==> config.mk <==
export PLATFORM = sky130hd
export DESIGN_NAME = id_stage_ctrl_flat
export DESIGN_NICKNAME = d
export VERILOG_FILES = /design/src/rtl/id_stage_ctrl_if.sv /design/src/rtl/id_stage_ctrl.sv /design/src/flat_wrapper.sv
export SDC_FILE = /design/constraint.sdc
export NUM_CORES = 1
export LEC_CHECK = 0
export CAP_MARGIN = 30
export CORE_MARGIN = 4
export CORE_UTILIZATION = 45
export DETAILED_ROUTE_END_ITERATION = 7
export PLACE_DENSITY = 0.74
export SLEW_MARGIN = 0
export SYNTH_ARGS = -nofsm -noshare
export SYNTH_HDL_FRONTEND = slang
export SYNTH_SLANG_ARGS = --single-unit
==> constraint.sdc <==
create_clock -name clk -period 4.93 [get_ports clk]
set_clock_uncertainty 0.05 [all_clocks]
set_input_delay 0.7395 -clock clk [delete_from_list [all_inputs] [get_ports clk]]
set_output_delay 0.7395 -clock clk [all_outputs]
set_load 0.02 [all_outputs]
==> src/rtl/id_stage_ctrl_if.sv <==
// Fetch-to-decode and decode-to-execute signal bundle for the RV32I decode-stage controller.
// Handshake: a beat moves on a rising clk edge where valid and ready are both high; valid never waits on ready.
interface id_stage_ctrl_if #(
   parameter int XLEN = 32,
   parameter int ILEN = 32
);
   logic            if_valid;
   logic            if_ready;
   logic [ILEN-1:0] if_inst;
   logic [XLEN-1:0] if_pc;
   logic            ex_ready;
   logic            ex_is_load;
   logic [4:0]      ex_rd;
   logic            flush;
   logic            id_valid;
   logic [ILEN-1:0] id_inst;
   logic [XLEN-1:0] id_pc;
   logic [2:0]      imm_type;
   logic            imm_used;
   logic            illegal_inst;
   logic            hazard_stall;
   logic [1:0]      dbg_state;

   modport master (
      output if_valid, if_inst, if_pc, ex_ready, ex_is_load, ex_rd, flush,
      input  if_ready, id_valid, id_inst, id_pc, imm_type, imm_used, illegal_inst,
             hazard_stall, dbg_state
   );

   modport slave (
      input  if_valid, if_inst, if_pc, ex_ready, ex_is_load, ex_rd, flush,
      output if_ready, id_valid, id_inst, id_pc, imm_type, imm_used, illegal_inst,
             hazard_stall, dbg_state
   );
endinterface

==> src/rtl/id_stage_ctrl.sv <==
// Decode-stage controller: 2-entry skid buffer for fetched beats, opcode-to-immediate-type
// classification, load-use bubble insertion and flush handling.
module id_stage_ctrl #(
   parameter int XLEN = 32,
   parameter int ILEN = 32
) (
   input logic           clk,
   input logic           rst,
   id_stage_ctrl_if.slave bus
);
   localparam logic [2:0] RTYPE = 3'd0;
   localparam logic [2:0] ITYPE = 3'd1;
   localparam logic [2:0] STYPE = 3'd2;
   localparam logic [2:0] BTYPE = 3'd3;
   localparam logic [2:0] UTYPE = 3'd4;
   localparam logic [2:0] JTYPE = 3'd5;

   localparam logic [6:0] OP_IMM = 7'b0010011;
   localparam logic [6:0] LOAD   = 7'b0000011;
   localparam logic [6:0] JALR   = 7'b1100111;
   localparam logic [6:0] SYSTEM = 7'b1110011;
   localparam logic [6:0] STORE  = 7'b0100011;
   localparam logic [6:0] BRANCH = 7'b1100011;
   localparam logic [6:0] LUI    = 7'b0110111;
   localparam logic [6:0] AUIPC  = 7'b0010111;
   localparam logic [6:0] JAL    = 7'b1101111;
   localparam logic [6:0] OP     = 7'b0110011;

   typedef enum logic [1:0] {
      EMPTY = 2'd0,
      ONE   = 2'd1,
      TWO   = 2'd2
   } state_t;

   state_t          state;
   state_t          state_nxt;
   logic            if_ready_q;
   logic [ILEN-1:0] main_inst;
   logic [XLEN-1:0] main_pc;
   logic [ILEN-1:0] skid_inst;
   logic [XLEN-1:0] skid_pc;

   logic            main_full;
   logic            accept;
   logic            issue;
   logic            hazard;
   logic            id_valid;
   logic            ld_main_if;
   logic            ld_main_skid;
   logic            ld_skid;

   logic [6:0]      opcode;
   logic [4:0]      rs1;
   logic [4:0]      rs2;
   logic            rs1_used;
   logic            rs2_used;
   logic [2:0]      imm_type;
   logic            imm_used;
   logic            illegal;

   assign opcode    = main_inst[6:0];
   assign rs1       = main_inst[19:15];
   assign rs2       = main_inst[24:20];
   assign main_full = (state != EMPTY);

   // Classification only reflects a held instruction; an empty main entry reads as a benign I-type.
   always_comb begin
      imm_type = ITYPE;
      imm_used = 1'b0;
      illegal  = 1'b0;
      rs1_used = 1'b0;
      rs2_used = 1'b0;
      if (main_full) begin
         case (opcode)
            OP_IMM, LOAD, JALR, SYSTEM: begin
               imm_used = 1'b1;
               rs1_used = 1'b1;
            end
            STORE: begin
               imm_type = STYPE;
               imm_used = 1'b1;
               rs1_used = 1'b1;
               rs2_used = 1'b1;
            end
            BRANCH: begin
               imm_type = BTYPE;
               imm_used = 1'b1;
               rs1_used = 1'b1;
               rs2_used = 1'b1;
            end
            LUI, AUIPC: begin
               imm_type = UTYPE;
               imm_used = 1'b1;
            end
            JAL: begin
               imm_type = JTYPE;
               imm_used = 1'b1;
            end
            OP: begin
               rs1_used = 1'b1;
               rs2_used = 1'b1;
            end
            default: begin
               illegal  = 1'b1;
               rs1_used = 1'b1;
            end
         endcase
      end
   end

   // x0 never carries a real load result, so it cannot cause a load-use bubble.
   assign hazard = main_full & bus.ex_is_load & (bus.ex_rd != 5'd0) &
                   ((rs1_used & (bus.ex_rd == rs1)) | (rs2_used & (bus.ex_rd == rs2)));

   assign id_valid = main_full & ~hazard;
   assign accept   = bus.if_valid & if_ready_q;
   assign issue    = id_valid & bus.ex_ready;

   always_comb begin
      state_nxt    = state;
      ld_main_if   = 1'b0;
      ld_main_skid = 1'b0;
      ld_skid      = 1'b0;
      if (bus.flush) begin
         state_nxt = EMPTY;
      end else begin
         case (state)
            EMPTY: begin
               if (accept) begin
                  state_nxt  = ONE;
                  ld_main_if = 1'b1;
               end
            end
            ONE: begin
               if (accept && issue) begin
                  ld_main_if = 1'b1;
               end else if (accept) begin
                  state_nxt = TWO;
                  ld_skid   = 1'b1;
               end else if (issue) begin
                  state_nxt = EMPTY;
               end
            end
            TWO: begin
               if (issue) begin
                  state_nxt    = ONE;
                  ld_main_skid = 1'b1;
               end
            end
            default: state_nxt = EMPTY;
         endcase
      end
   end

   // Ready is registered from the next state so fetch sees a clean, glitch-free ready.
   always_ff @(posedge clk or posedge rst) begin
      if (rst) begin
         state      <= EMPTY;
         if_ready_q <= 1'b0;
      end else begin
         state      <= state_nxt;
         if_ready_q <= (state_nxt != TWO);
      end
   end

   always_ff @(posedge clk or posedge rst) begin
      if (rst) begin
         main_inst <= '0;
         main_pc   <= '0;
         skid_inst <= '0;
         skid_pc   <= '0;
      end else begin
         if (ld_main_if) begin
            main_inst <= bus.if_inst;
            main_pc   <= bus.if_pc;
         end else if (ld_main_skid) begin
            main_inst <= skid_inst;
            main_pc   <= skid_pc;
         end
         if (ld_skid) begin
            skid_inst <= bus.if_inst;
            skid_pc   <= bus.if_pc;
         end
      end
   end

   assign bus.if_ready     = if_ready_q;
   assign bus.id_valid     = id_valid;
   assign bus.id_inst      = main_inst;
   assign bus.id_pc        = main_pc;
   assign bus.imm_type     = imm_type;
   assign bus.imm_used     = imm_used;
   assign bus.illegal_inst = illegal;
   assign bus.hazard_stall = hazard;
   assign bus.dbg_state    = state;
endmodule

==> src/flat_wrapper.sv <==
// flat-port wrapper written by rule: the top's interface ports become plain ports
module id_stage_ctrl_flat 
#(
   parameter int XLEN = 32,
   parameter int ILEN = 32
)
  (clk, rst, bus_if_valid, bus_if_inst, bus_if_pc, bus_ex_ready, bus_ex_is_load, bus_ex_rd, bus_flush, bus_if_ready, bus_id_valid, bus_id_inst, bus_id_pc, bus_imm_type, bus_imm_used, bus_illegal_inst, bus_hazard_stall, bus_dbg_state);
  id_stage_ctrl_if #(.XLEN(XLEN), .ILEN(ILEN)) bus_i ();
  input logic clk;
  input logic rst;
  input wire logic [$bits(bus_i.if_valid)-1:0] bus_if_valid;
  input wire logic [$bits(bus_i.if_inst)-1:0] bus_if_inst;
  input wire logic [$bits(bus_i.if_pc)-1:0] bus_if_pc;
  input wire logic [$bits(bus_i.ex_ready)-1:0] bus_ex_ready;
  input wire logic [$bits(bus_i.ex_is_load)-1:0] bus_ex_is_load;
  input wire logic [$bits(bus_i.ex_rd)-1:0] bus_ex_rd;
  input wire logic [$bits(bus_i.flush)-1:0] bus_flush;
  output wire logic [$bits(bus_i.if_ready)-1:0] bus_if_ready;
  output wire logic [$bits(bus_i.id_valid)-1:0] bus_id_valid;
  output wire logic [$bits(bus_i.id_inst)-1:0] bus_id_inst;
  output wire logic [$bits(bus_i.id_pc)-1:0] bus_id_pc;
  output wire logic [$bits(bus_i.imm_type)-1:0] bus_imm_type;
  output wire logic [$bits(bus_i.imm_used)-1:0] bus_imm_used;
  output wire logic [$bits(bus_i.illegal_inst)-1:0] bus_illegal_inst;
  output wire logic [$bits(bus_i.hazard_stall)-1:0] bus_hazard_stall;
  output wire logic [$bits(bus_i.dbg_state)-1:0] bus_dbg_state;
  assign bus_i.if_valid = bus_if_valid;
  assign bus_i.if_inst = bus_if_inst;
  assign bus_i.if_pc = bus_if_pc;
  assign bus_i.ex_ready = bus_ex_ready;
  assign bus_i.ex_is_load = bus_ex_is_load;
  assign bus_i.ex_rd = bus_ex_rd;
  assign bus_i.flush = bus_flush;
  assign bus_if_ready = bus_i.if_ready;
  assign bus_id_valid = bus_i.id_valid;
  assign bus_id_inst = bus_i.id_inst;
  assign bus_id_pc = bus_i.id_pc;
  assign bus_imm_type = bus_i.imm_type;
  assign bus_imm_used = bus_i.imm_used;
  assign bus_illegal_inst = bus_i.illegal_inst;
  assign bus_hazard_stall = bus_i.hazard_stall;
  assign bus_dbg_state = bus_i.dbg_state;
  id_stage_ctrl #(.XLEN(XLEN), .ILEN(ILEN)) u_core (.clk(clk), .rst(rst), .bus(bus_i));
endmodule
Word level (Yosys, flattened, before mapping)
Index checks and enable logic that the tools add are counted.

Bits in registers: 131. Input port bits: 75. Output and inout bits: 74. Logic and storage cells: 72.

Equality and inequality tests: 15. Multiplexer cells: 31. Bitwise logic cells: 10. Reductions and logical operators: 10.

Operators with widths (number): 32-bit two-way mux (4); 7-bit equality test, second input constant (4); 7-bit by 6-bit equality test with 1-bit output, second input constant (3); 1-bit two-way mux (17); 7-bit by 5-bit equality test with 1-bit output, second input constant (2); 2-bit two-way mux (6); 3-bit one-hot mux with 4 select lines (1); 5-bit equality test (2); 10-bit OR reduction (1); 9-bit OR reduction (1); 1-bit bitwise AND (8); 7-bit by 2-bit equality test with 1-bit output, second input constant (1); 2-bit one-hot mux with 3 select lines (1); 3-bit OR reduction (2); 5-bit nonzero test (1); 2-bit nonzero test (2); 3-bit two-way mux (1); 2-bit by 1-bit equality test with 1-bit output, second input constant (1); 2-bit equality test, second input constant (1); 2-bit logical NOT (1); 2-bit != test, second input constant (1); 1-bit one-hot mux with 2 select lines (1); 2-bit OR reduction (1); 1-bit logical AND (1); other kinds (2) (2).

Logic depth before layout (Yosys ltp)
Gate-level depths: netlist of run 1.

Depth in word-level cells: 16. Depth in mapped cells: 8. Depth with buffers taken out: 6.

Least setup slack after synthesis of run 1
No wires, ideal clock.

Path kind: input to output. Start point: input port bus_ex_rd[1]. End point: output port bus_id_valid. Arrival: 2112 ps. Required time: 4141 ps. Setup slack: 2029 ps. Stages on the path: 5. Buffers on the path: 0. Path through: or4_1 nor2_1 or4_1 nand2_1 nor2_1.

Word-level cells in the longest chain between the ends: 6. Elaborated cells between the ends (all ways): 10. Those cells by class: eq/ne (2); bitwise (7); reduce/logical (1).

RTL lines: start, declared (line flat_wrapper.sv:16) `input wire logic [$bits(bus_i.ex_rd)-1:0] bus_ex_rd;`; 5-bit equality test (line id_stage_ctrl.sv:113) `((rs1_used & (bus.ex_rd == rs1)) | (rs2_used & (bus.ex_rd == rs2)));`; 1-bit bitwise AND (line id_stage_ctrl.sv:113); 1-bit bitwise OR (line id_stage_ctrl.sv:113); 1-bit bitwise AND * (line id_stage_ctrl.sv:112) `assign hazard = main_full & bus.ex_is_load & (bus.ex_rd != 5'd0) &`; named net bus_hazard_stall (line flat_wrapper.sv:25) `output wire logic [$bits(bus_i.hazard_stall)-1:0] bus_hazard_stall;`; 1-bit inverter * (line id_stage_ctrl.sv:115) `assign id_valid = main_full & ~hazard;`; 1-bit bitwise AND * (line id_stage_ctrl.sv:115); end, declared (line flat_wrapper.sv:19) `output wire logic [$bits(bus_i.id_valid)-1:0] bus_id_valid;`.

Mark *: on every way through the listed nets, which the timed path passes. The rest lies on a longest branch.

Worst setup path after layout of run 1
Start point: input port bus_ex_rd[1]. End point: output port bus_id_valid.

Word-level cells in the longest chain between the ends: 6. Elaborated cells between the ends (all ways): 10. Those cells by class: eq/ne (2); bitwise (7); reduce/logical (1).

RTL lines (line): 5-bit equality test (id_stage_ctrl.sv:113); 1-bit bitwise AND (id_stage_ctrl.sv:113); 1-bit bitwise OR (id_stage_ctrl.sv:113); 1-bit bitwise AND * (id_stage_ctrl.sv:112); 1-bit inverter * (id_stage_ctrl.sv:115); 1-bit bitwise AND * (id_stage_ctrl.sv:115).

Mark *: on every way between the ends. The rest lies on a longest branch, timed or not.

==> impl_metrics.env, run 1 <==
export IMPL_drive_gt1_share_pct=17.1
export IMPL_cpPeakStageDelay_ns=0.61
export IMPL_ys_ff_latch=131
export IMPL_cts_sinks=131
export IMPL_cp_num_cells=7
export IMPL_vdd_drop_max_v=0.000200
export IMPL_cp_arrival_ns=2.96
export IMPL_nets=640
export IMPL_fp_dieW_um=122
export IMPL_fin_crit_ns=3.75
export IMPL_powerDensity_mw_per_mm2=456
export IMPL_endpoint_kind="output port"
export IMPL_syn_avg_cell_area_um2=13.7
export IMPL_wl_um=15000
export IMPL_internal_power_w=0.00261
export IMPL_relSlewSlack_pct=45.6
export IMPL_diodes=0
export IMPL_synth_main_ff_cell="dfrtp_1"
export IMPL_power_frac_comb_pct=22.4
export IMPL_dp_hpwl_um=9320
export IMPL_grt_pass1_wl_um=23800
export IMPL_synthTopCellsByArea="dfrtp_1 (56%), a221o_1 (11%), mux2_2 (10%), and3_1 (6.5%), mux2_1 (2.1%)"
export IMPL_floorplan_initialDensity_pct=46.0
export IMPL_drt_antenna_violating_nets=0
export IMPL_post_cts_buffers=0
export IMPL_die_height_um=122
export IMPL_clk_pin_slew_ns=0.05
export IMPL_path_class="in -> out"
export IMPL_setup_slack_ns=1.18
export IMPL_ys_seq_area_share_pct=56.4
export IMPL_rr_worst_depth=7
export IMPL_synth_async_reset_ratio_pct=100
export IMPL_coreArea_mm2=0.0126
export IMPL_hold_viol=0
export IMPL_grt_max_degree=95
export IMPL_hp_class="reg -> reg"
export IMPL_die_area_mm2=0.0148
export IMPL_cts_hold_fix_buffers=0
export IMPL_holdPathStages=1
export IMPL_route_detailed_drc=0
export IMPL_dr_total_vias=4282
export IMPL_clk_latency_ns=0.41
export IMPL_drt_pass1_iter_count=5
export IMPL_cp_num_buf_inv=2
export IMPL_max_cap_violations=0
export IMPL_dpl_worst_slack_ns=1.05
export IMPL_p_sw_w=0.00101
export IMPL_swShare_pct=27.8
export IMPL_power_leakage_nw=3.56
export IMPL_synth_top_area_share_pct=56.4
export IMPL_dr_first_iter_drc_count=291
export IMPL_syn_nets=500
export IMPL_yosys_warnings=0
export IMPL_crit_path_cell_trace="clkdlybuf4s50_1 > or4_1 > nor2_1 > or4_1 > nand2_1 > nor2_1 > clkdlybuf4s50_1"
export IMPL_vias_per_cell=5.71
export IMPL_grt_pass1_vias=4537
export IMPL_critPathMaxFanout=3
export IMPL_fmax_mhz=266
export IMPL_synth_edf_count=0
export IMPL_area_delta_synth_final_pct=36.5
export IMPL_synthDistinctLibCells=43
export IMPL_clock_path_buffers=2
export IMPL_p_clk_share_pct=35.4
export IMPL_postSynthCellCount=425
export IMPL_antenna_found_initial=0
export IMPL_power_frac_seq_pct=42.2
export IMPL_clock_root_buffer="clkbuf_16"
export IMPL_slew_viol_final=0
export IMPL_tightest_slew_ns=0.815
export IMPL_grt_overflow=0
export IMPL_rsz0062_at_grt="false"
export IMPL_finalWeightedCongestion=0.786
export IMPL_cts_buffers=17
export IMPL_synth_area_mm2=0.00581
export IMPL_synth_area_leader_cell="dfrtp_1"
export IMPL_worstPathRequired_ns=4.14
export IMPL_ioPinCount=149
export IMPL_tns_ns=0
export IMPL_crit_path_start_kind="input pin"
export IMPL_timing_final_crit_share_pct=76.1
export IMPL_cts_resized=0
export IMPL_critPathSlowestCell="clkdlybuf4s50_1"
export IMPL_cts_tree="built"
export IMPL_port_buffers=148
export IMPL_htreeDepth=4
export IMPL_critPathTopFamily="simple AND/OR/NAND/NOR gates"
export IMPL_grt_usage_pct=20.5
export IMPL_status="complete, no violations"
export IMPL_rows=41
export IMPL_wl_per_cell_um=19.9
export IMPL_setup_viol=0
[cell families (layout without fill, tap and decap cells)]
family,after synthesis,after routing,synth area share [%]
AOI/OAI and AO/OA,79,79,13.5
and+or+nand+nor,100,100,10.4
muxes,67,67,12.9
buffers and inverters,37,190,5.00
DFF,131,131,56.4
xor gates and xnor gates,11,11,1.66
[synth_stat cells, drive strengths merged, types with 4 or more instances]
cell / number
dfrtp: 131
mux2: 64
a221o: 62
and3: 61
buf: 19
clkbuf: 14
nor2: 10
xor2: 7
inv: 4
nand2: 4
nand3: 4
nor3: 4
o21ai: 4
xnor2: 4
[registers in the layout, summed over array words and instances (netlist names)]
signal                flops
u_core.bus.id_pc         32
u_core.bus.id_inst       32
u_core.skid_inst         32
u_core.bus.if_ready       1
u_core.bus.dbg_state      2
u_core.skid_pc           32
[layout by cell type, fill, tap and decap left out, types with 2 or more instances in the layout]
master,synthesis,layout
clkdlybuf4s50_1,0,148
dfrtp_1,131,131
a221o_1,62,62
and3_1,60,60
mux2_2,53,53
clkbuf_16,0,17
mux2_1,11,11
nor2_1,10,10
xor2_1,7,7
nand2_1,4,4
xnor2_1,4,4
nand3_1,4,4
clkinv_4,0,4
buf_4,6,4
inv_1,4,3
nor3_1,4,3
o21ai_0,3,3
and2_1,3,3
mux2i_1,3,3
clkinv_2,0,3
bufinv_16,0,3
or4_1,2,2
nand4_1,2,2
a211o_1,2,2
nor3b_1,2,2
a31oi_1,2,2
nor2b_1,2,2
inv_6,0,2
clkbuf_1,14,2
[routing by layer]
metal	global-route usage [%]	vias up	part of all wire, %	routed length (um)
met5	0	-	0	0
met4	5.81	0	0.88	131
li1	-	1921	-	-
met3	6.27	14	7.0	1040
met2	31.7	175	47	7020
met1	28.2	2172	45	6770
[power by group through the flow]
stage,registers (W),clock network (W),logic [W]
after global routing,0.00156,0.00135,0.000870
final,0.00153,0.00128,0.000812
after detailed placement,0.00154,0,0.000820
after CTS,0.00153,0.00130,0.000821
after floorplan,0.00161,0,0.000351
after global placement,0.00152,0,0.000789
[final cells by class]
cell class | count | area [um2]
well taps | 172 | 215
inverters | 4 | 20.0
fillers | 1018 | 4690
clock buffers | 20 | 447
clock inverters | 12 | 156
repair buffers | 154 | 1560
multi-input cells | 257 | 2250
flip-flops and latches | 131 | 3280
[metrics by stage]
| step | total power (W) | instance area (um2) | hold WS, ns | cells | util, % |
|---|---|---|---|---|---|
| 2_1_floorplan | 0.00196 | 5810 | 0.406 | 425 | - |
| 3_3_place_gp | 0.00231 | 7300 | 0.415 | 717 | 57.8 |
| 3_5_place_dp | 0.00236 | 7330 | 0.429 | 718 | 58.1 |
| 4_1_cts | 0.00365 | 7930 | 0.439 | 750 | 62.8 |
| 5_1_grt | 0.00378 | 7930 | 0.445 | 750 | 62.8 |
| 6_report | 0.00362 | 7930 | 0.433 | 750 | 62.8 |
[path summary, 6_finish.rpt]
path | slack [ns] | to | startpoint
max | 1.18 | bus_id_valid | bus_ex_rd[1]
min | 0.43 | u_core.skid_inst[29] | u_core.skid_inst[29]
max reg2reg | 1.52 | u_core.bus.id_pc[13] | u_core.bus.id_inst[1]
min reg2reg | 0.43 | u_core.skid_inst[29] | u_core.skid_inst[29]
max in group asynchronous | 3.41 | u_core.bus.id_pc[29] | rst
min in group asynchronous | 0.65 | u_core.skid_pc[2] | rst
(Power assumes the default switching activity.)
==> inputs of run 2 (changes only) <==
==> constraint.sdc (replaced) <==
create_clock -name clk -period 3.9 [get_ports clk]
set_clock_uncertainty 0.05 [all_clocks]
set_input_delay 0.585 -clock clk [delete_from_list [all_inputs] [get_ports clk]]
set_output_delay 0.585 -clock clk [all_outputs]
set_load 0.02 [all_outputs]
==> run 2 against run 1 <==
Power increased by 30%. Routed wire length increased by 0.24%. Flip-flop and latch count unchanged. Combinational power increased by 27%. Largest power group unchanged. Worst setup slack got worse by 0.73 ns. Critical endpoint unchanged. Design area increased by 1.2%. Register-to-register slack got worse by 0.64 ns. Clock power increased by 37%. Non-clock buffer count increased by 6. Die area unchanged. Via count unchanged. Core utilization increased by 0.72 points.
==> impl_metrics.env, run 2 (synthesis gave the netlist of run 1 again) <==
export IMPL_status="complete, no violations"
export IMPL_vdd_drop_max_v=0.000316
export IMPL_worstPathRequired_ns=3.26
export IMPL_cp_arrival_ns=2.82
export IMPL_crit_path_start_kind="input pin"
export IMPL_hold_viol=0
export IMPL_endpoint="bus_id_valid"
export IMPL_reg2reg_to="u_core.bus.id_inst[24]"
export IMPL_r2r_slack_ns=0.88
export IMPL_cts_sinks=131
export IMPL_slew_viol_final=0
export IMPL_port_buffers=148
export IMPL_mostFrequentLayoutCell="clkdlybuf4s50_1"
export IMPL_fin_crit_ns=3.45
export IMPL_cts_hold_fix_buffers=0
export IMPL_dpl_cell_area_mm2=0.00736
export IMPL_tns_ns=0
export IMPL_dp_hpwl_um=9790
export IMPL_area_delta_synth_final_pct=38.1
export IMPL_clk_pin_slew_ns=0.06
export IMPL_fin_area_mm2=0.00802
export IMPL_num_fill_cells=1010
export IMPL_wl_per_cell_um=19.8
export IMPL_grt_overflow=0
export IMPL_critPathTopFamily="simple AND/OR/NAND/NOR gates"
export IMPL_power_leakage_nw=3.61
export IMPL_multi_input_area_mm2=0.00225
export IMPL_rows=41
export IMPL_drt_pass1_iter_count=4
export IMPL_final_cell_mix="clkdlybuf4s50_1 (148), dfrtp_1 (131), a221o_1 (62)"
export IMPL_fmax_mhz=290
export IMPL_powerDensity_mw_per_mm2=587
export IMPL_cp_num_buf_inv=2
export IMPL_route_detailed_drc=0
export IMPL_post_cts_buffers=0
export IMPL_setup_viol=0
export IMPL_cts_resized=0
export IMPL_htreeDepth=4
export IMPL_finalWeightedCongestion=0.786
export IMPL_clock_root_buffer="clkbuf_16"
export IMPL_dr_total_vias=4282
export IMPL_cpPeakStageDelay_ns=0.60
export IMPL_clock_path_buffers=2
export IMPL_path_class="in -> out"
export IMPL_startpoint="bus_ex_rd[1]"
export IMPL_grt_pass1_wl_um=24400
export IMPL_rr_worst_depth=7
export IMPL_relSlewSlack_pct=45.9
export IMPL_critPathMaxFanout=3
export IMPL_hp_class="reg -> reg"
export IMPL_endpoint_kind="output port"
export IMPL_rsz0062_at_grt="false"
export IMPL_drt_antenna_violating_nets=0
export IMPL_diodes=0
export IMPL_cp_num_cells=7
export IMPL_grt_usage_pct=20.9
export IMPL_nets=646
export IMPL_dp_cells=724
export IMPL_fp_dieW_um=122
export IMPL_timing_final_crit_share_pct=88.6
export IMPL_drive_gt1_share_pct=18.3
export IMPL_reg2reg_from="u_core.bus.id_inst[0]"
export IMPL_wl_um=15000
export IMPL_crit_path_cell_trace="clkdlybuf4s50_1 > or4_1 > nor2_1 > or4_1 > nand2_1 > nor2_1 > clkdlybuf4s50_1"
export IMPL_hp_start="u_core.skid_inst[29]"
export IMPL_coreArea_mm2=0.0126
export IMPL_cts_tree="built"
export IMPL_tightest_slew_ns=0.810
export IMPL_vias_per_cell=5.66
export IMPL_final_seq_area_mm2=0.00328
export IMPL_max_cap_violations=0
export IMPL_die_area_mm2=0.0148
export IMPL_cts_buffers=17
export IMPL_clk_latency_ns=0.40
export IMPL_whs_ns=0.439
export IMPL_antenna_found_initial=0
export IMPL_critPathSlowestCell="clkdlybuf4s50_1"
export IMPL_floorplan_initialDensity_pct=46.0
export IMPL_fin_cells=756
export IMPL_die_height_um=122
export IMPL_dr_first_iter_drc_count=245
export IMPL_grt_pass1_vias=4596
export IMPL_grt_max_degree=65
export IMPL_ioPinCount=149
[run 2: changes by cell type in the layout (fill, tap and decap cells not counted)]
cell,delta
clkinvlp_4,+3
clkbuf_1,-2
buf_4,+6
clkbuf_8,+1
bufinv_16,+2
buf_12,+1
buf_16,-1
inv_6,-1
clkinv_4,-3
[run 2: where the power goes]
group / internal, W / total, W / switching, W
clock network: 0.00117 / 0.00175 / 0.000579
registers: 0.00170 / 0.00193 / 0.000233
logic: 0.000583 / 0.00103 / 0.000447
total: 0.00345 / 0.00471 / 0.00126
[run 2: final cells by class]
type                       count  area share, %
clock buffer                  19           5.65
clock inverter                13           2.56
tap                          172           2.68
timing repair buffer         160           19.9
inverter                       4          0.234
multi-input combinational    257           28.1
sequential                   131           40.9
[run 2: worst min path at each step]
stage,end,slack (ns),cells past startpoint
floorplan,u_core.skid_inst[29],0.41,1
global placement,u_core.skid_inst[29],0.42,1
detailed placement,u_core.skid_inst[29],0.43,1
CTS,u_core.skid_inst[29],0.44,1
global route,u_core.skid_inst[29],0.45,1
finish,u_core.skid_inst[29],0.44,1
[run 2: per-stage QoR]
step | worst slack, ns | utilization, % | power, W
after detailed placement | 0.436 | 58.3 | 0.00298
after CTS | 0.445 | 63.6 | 0.00475
after floorplan | 1.22 | - | 0.00248
final | 0.446 | 63.6 | 0.00471
after global routing | 0.332 | 63.6 | 0.00492
after global placement | 0.502 | 58.3 | 0.00293
[run 2: layer usage]
layer  part of all wire, %  track usage, %  vias up  routed length, um
met1                    44            28.3     2189               6630
met3                   6.8            6.69        6               1020
met2                    48            32.9      145               7270
met5                     0               0        -                  0
met4                  0.51            4.90        0                 77
li1                      -               -     1942                  -
==> inputs of run 3 (changes only) <==
--- a/config.mk
+++ b/config.mk
@@ -5,12 +5,13 @@
 export SDC_FILE = /design/constraint.sdc
 export NUM_CORES = 1
 export LEC_CHECK = 0
+export ABC_CLOCK_PERIOD_IN_PS = 3900
 export CAP_MARGIN = 30
 export CORE_MARGIN = 4
 export CORE_UTILIZATION = 45
 export DETAILED_ROUTE_END_ITERATION = 7
 export PLACE_DENSITY = 0.74
-export SLEW_MARGIN = 0
+export SLEW_MARGIN = 20
 export SYNTH_ARGS = -nofsm -noshare
 export SYNTH_HDL_FRONTEND = slang
 export SYNTH_SLANG_ARGS = --single-unit
==> results of run 3 <==
No change in the layout: final DEF, timing and power equal those of run 2.
==> variant: new RTL, settings of run 2 <==
`ILEN` is set to 32 in 3 places; all go to 64.
--- a/src/rtl/id_stage_ctrl_if.sv
+++ b/src/rtl/id_stage_ctrl_if.sv
@@ -4,3 +4,3 @@
    parameter int XLEN = 32,
-   parameter int ILEN = 32
+   parameter int ILEN = 64
 );
--- a/src/rtl/id_stage_ctrl.sv
+++ b/src/rtl/id_stage_ctrl.sv
@@ -4,3 +4,3 @@
    parameter int XLEN = 32,
-   parameter int ILEN = 32
+   parameter int ILEN = 64
 ) (
--- a/src/flat_wrapper.sv
+++ b/src/flat_wrapper.sv
@@ -4,3 +4,3 @@
    parameter int XLEN = 32,
-   parameter int ILEN = 32
+   parameter int ILEN = 64
 )
Interface: changed (resized bus_id_inst and bus_if_inst); port bits go from 149 to 213. The function was not compared with the original's and may differ.
==> variant against run 2 <==
  * Sequential cell count up 64
  * Total power is 29% higher
  * Worst setup slack lost 0.16 ns
  * Synthesized area rose by 41%
  * Via count grew 44%
  * Global-route usage is 0.43 points higher
  * Combinational power rose by 43%
  * Routed wire length increased by 46%
  * Cell area rose by 39%
  * Critical path depth did not move
==> variant: results (changes against run 2) <==
placed_design:
  dp_slack_ns: 0.2860  # was 0.4357 ns
  port_buffers: 212  # was 148
  placed_cell_area_sq_um: 10600  # was 7363 sq um
  place_inst: 1010  # was 724
layout:
  seqCellArea_sq_um: 4880  # was 3278 sq um
  nonClockInverterCount: 3  # was 4
  num-fill-cells: 1373  # was 1010
  buffers: 230  # was 160
  design.seq.count: 195  # was 131
  clk_share_pct: 5.289  # was 8.205%
  finalNonFillerCells: 1042  # was 756
  multiInputGateArea_sq_um: 3097  # was 2255 sq um
  drive_gt1_share_pct: 14.27  # was 18.32%
synthesis:
  synth_area_leaders: "dfrtp_1 (59%), a221o_1 (11%), mux2_2 (7.7%)"  # was dfrtp_1 (56%), a221o_1 (11%), mux2_2 (10%)
  syn-num-nets: 711  # was 500
  synth_area_sq_um: 8204  # was 5809 sq um
  synthCells: 604  # was 425
  synth_cell_types: 40  # was 43
  synth_commonest_cells: "dfrtp_1 (195), a221o_1 (94), and3_1 (94)"  # was dfrtp_1 (131), a221o_1 (62), and3_1 (60)
timing:
  whs_ns: 0.4436  # was 0.4388 ns
  period_minus_slack_ns: 3.610  # was 3.454 ns
worst_setup_path:
  arrival_ns: 2.98  # was 2.82 ns
  critPathMaxFanout: 4  # was 3
global_route:
  grt_pass1_wl_mm: 34.69  # was 24.35 mm
  track_usage_pct: 21.28  # was 20.85%
  grt_start_max_net_pins: 60  # was 65
outcome:
  run_status: "completed"  # unchanged
detailed_routing:
  drtIter0Drc: 456  # was 245
[variant: cell count changes after synthesis, moves of 6 or more]
cell             run 2  this run
mux2_1              11        40
and3_1              60        94
xor2_1               7         0
buf_2                0        17
xnor2_1              4        10
clkbuf_1            14        29
buf_8                6         0
a221o_1             62        94
dfrtp_1            131       195
[variant: routing by layer]
layer / global-route usage [%] / up-vias / routed length [microns]
met5: 0 / - / 0
met4: 4.852 / 0 / 202
met3: 4.990 / 15 / 1754
met2: 34.40 / 241 / 10720
met1: 29.47 / 3186 / 9228
li1: - / 2720 / -
[variant: critical path: stages]
cell             delay [ns]
clkdlybuf4s50_1        0.47
or4_1                  0.58
o211ai_1               0.21
nor4_2                 0.12
or2_2                  0.33
nor2_1                 0.08
clkdlybuf4s50_1        0.60
[variant: power breakdown]
part	internal (uW)	total [uW]	leakage [uW]	switching (uW)
clock network	977	1750	0.000292	778
registers	2520	2860	0.00240	335
logic	828	1470	0.00238	645
[variant: worst paths after layout]
check / startpoint / to / depth (start not counted)
min in group asynchronous: rst / u_core.bus.id_inst[7] / 2
min reg2reg: u_core.skid_inst[1] / u_core.skid_inst[1] / 1
min: u_core.skid_inst[1] / u_core.skid_inst[1] / 1
max reg2reg: u_core.bus.id_inst[4] / u_core.bus.id_pc[9] / 7
max in group asynchronous: rst / u_core.bus.id_inst[42] / 4
max: bus_ex_rd[0] / bus_id_valid / 7
[variant: kinds of logic (layout without fill, tap and decap cells)]
logic type / count (synthesis) / after routing / share of synthesized area, %
and+or+nand+nor: 135 / 135 / 9.959
muxes: 98 / 98 / 13.42
AOI/OAI and AO/OA: 110 / 110 / 12.84
xor gates and xnor gates: 10 / 10 / 1.068
buffers and inverters: 56 / 265 / 3.233
DFF: 195 / 195 / 59.48
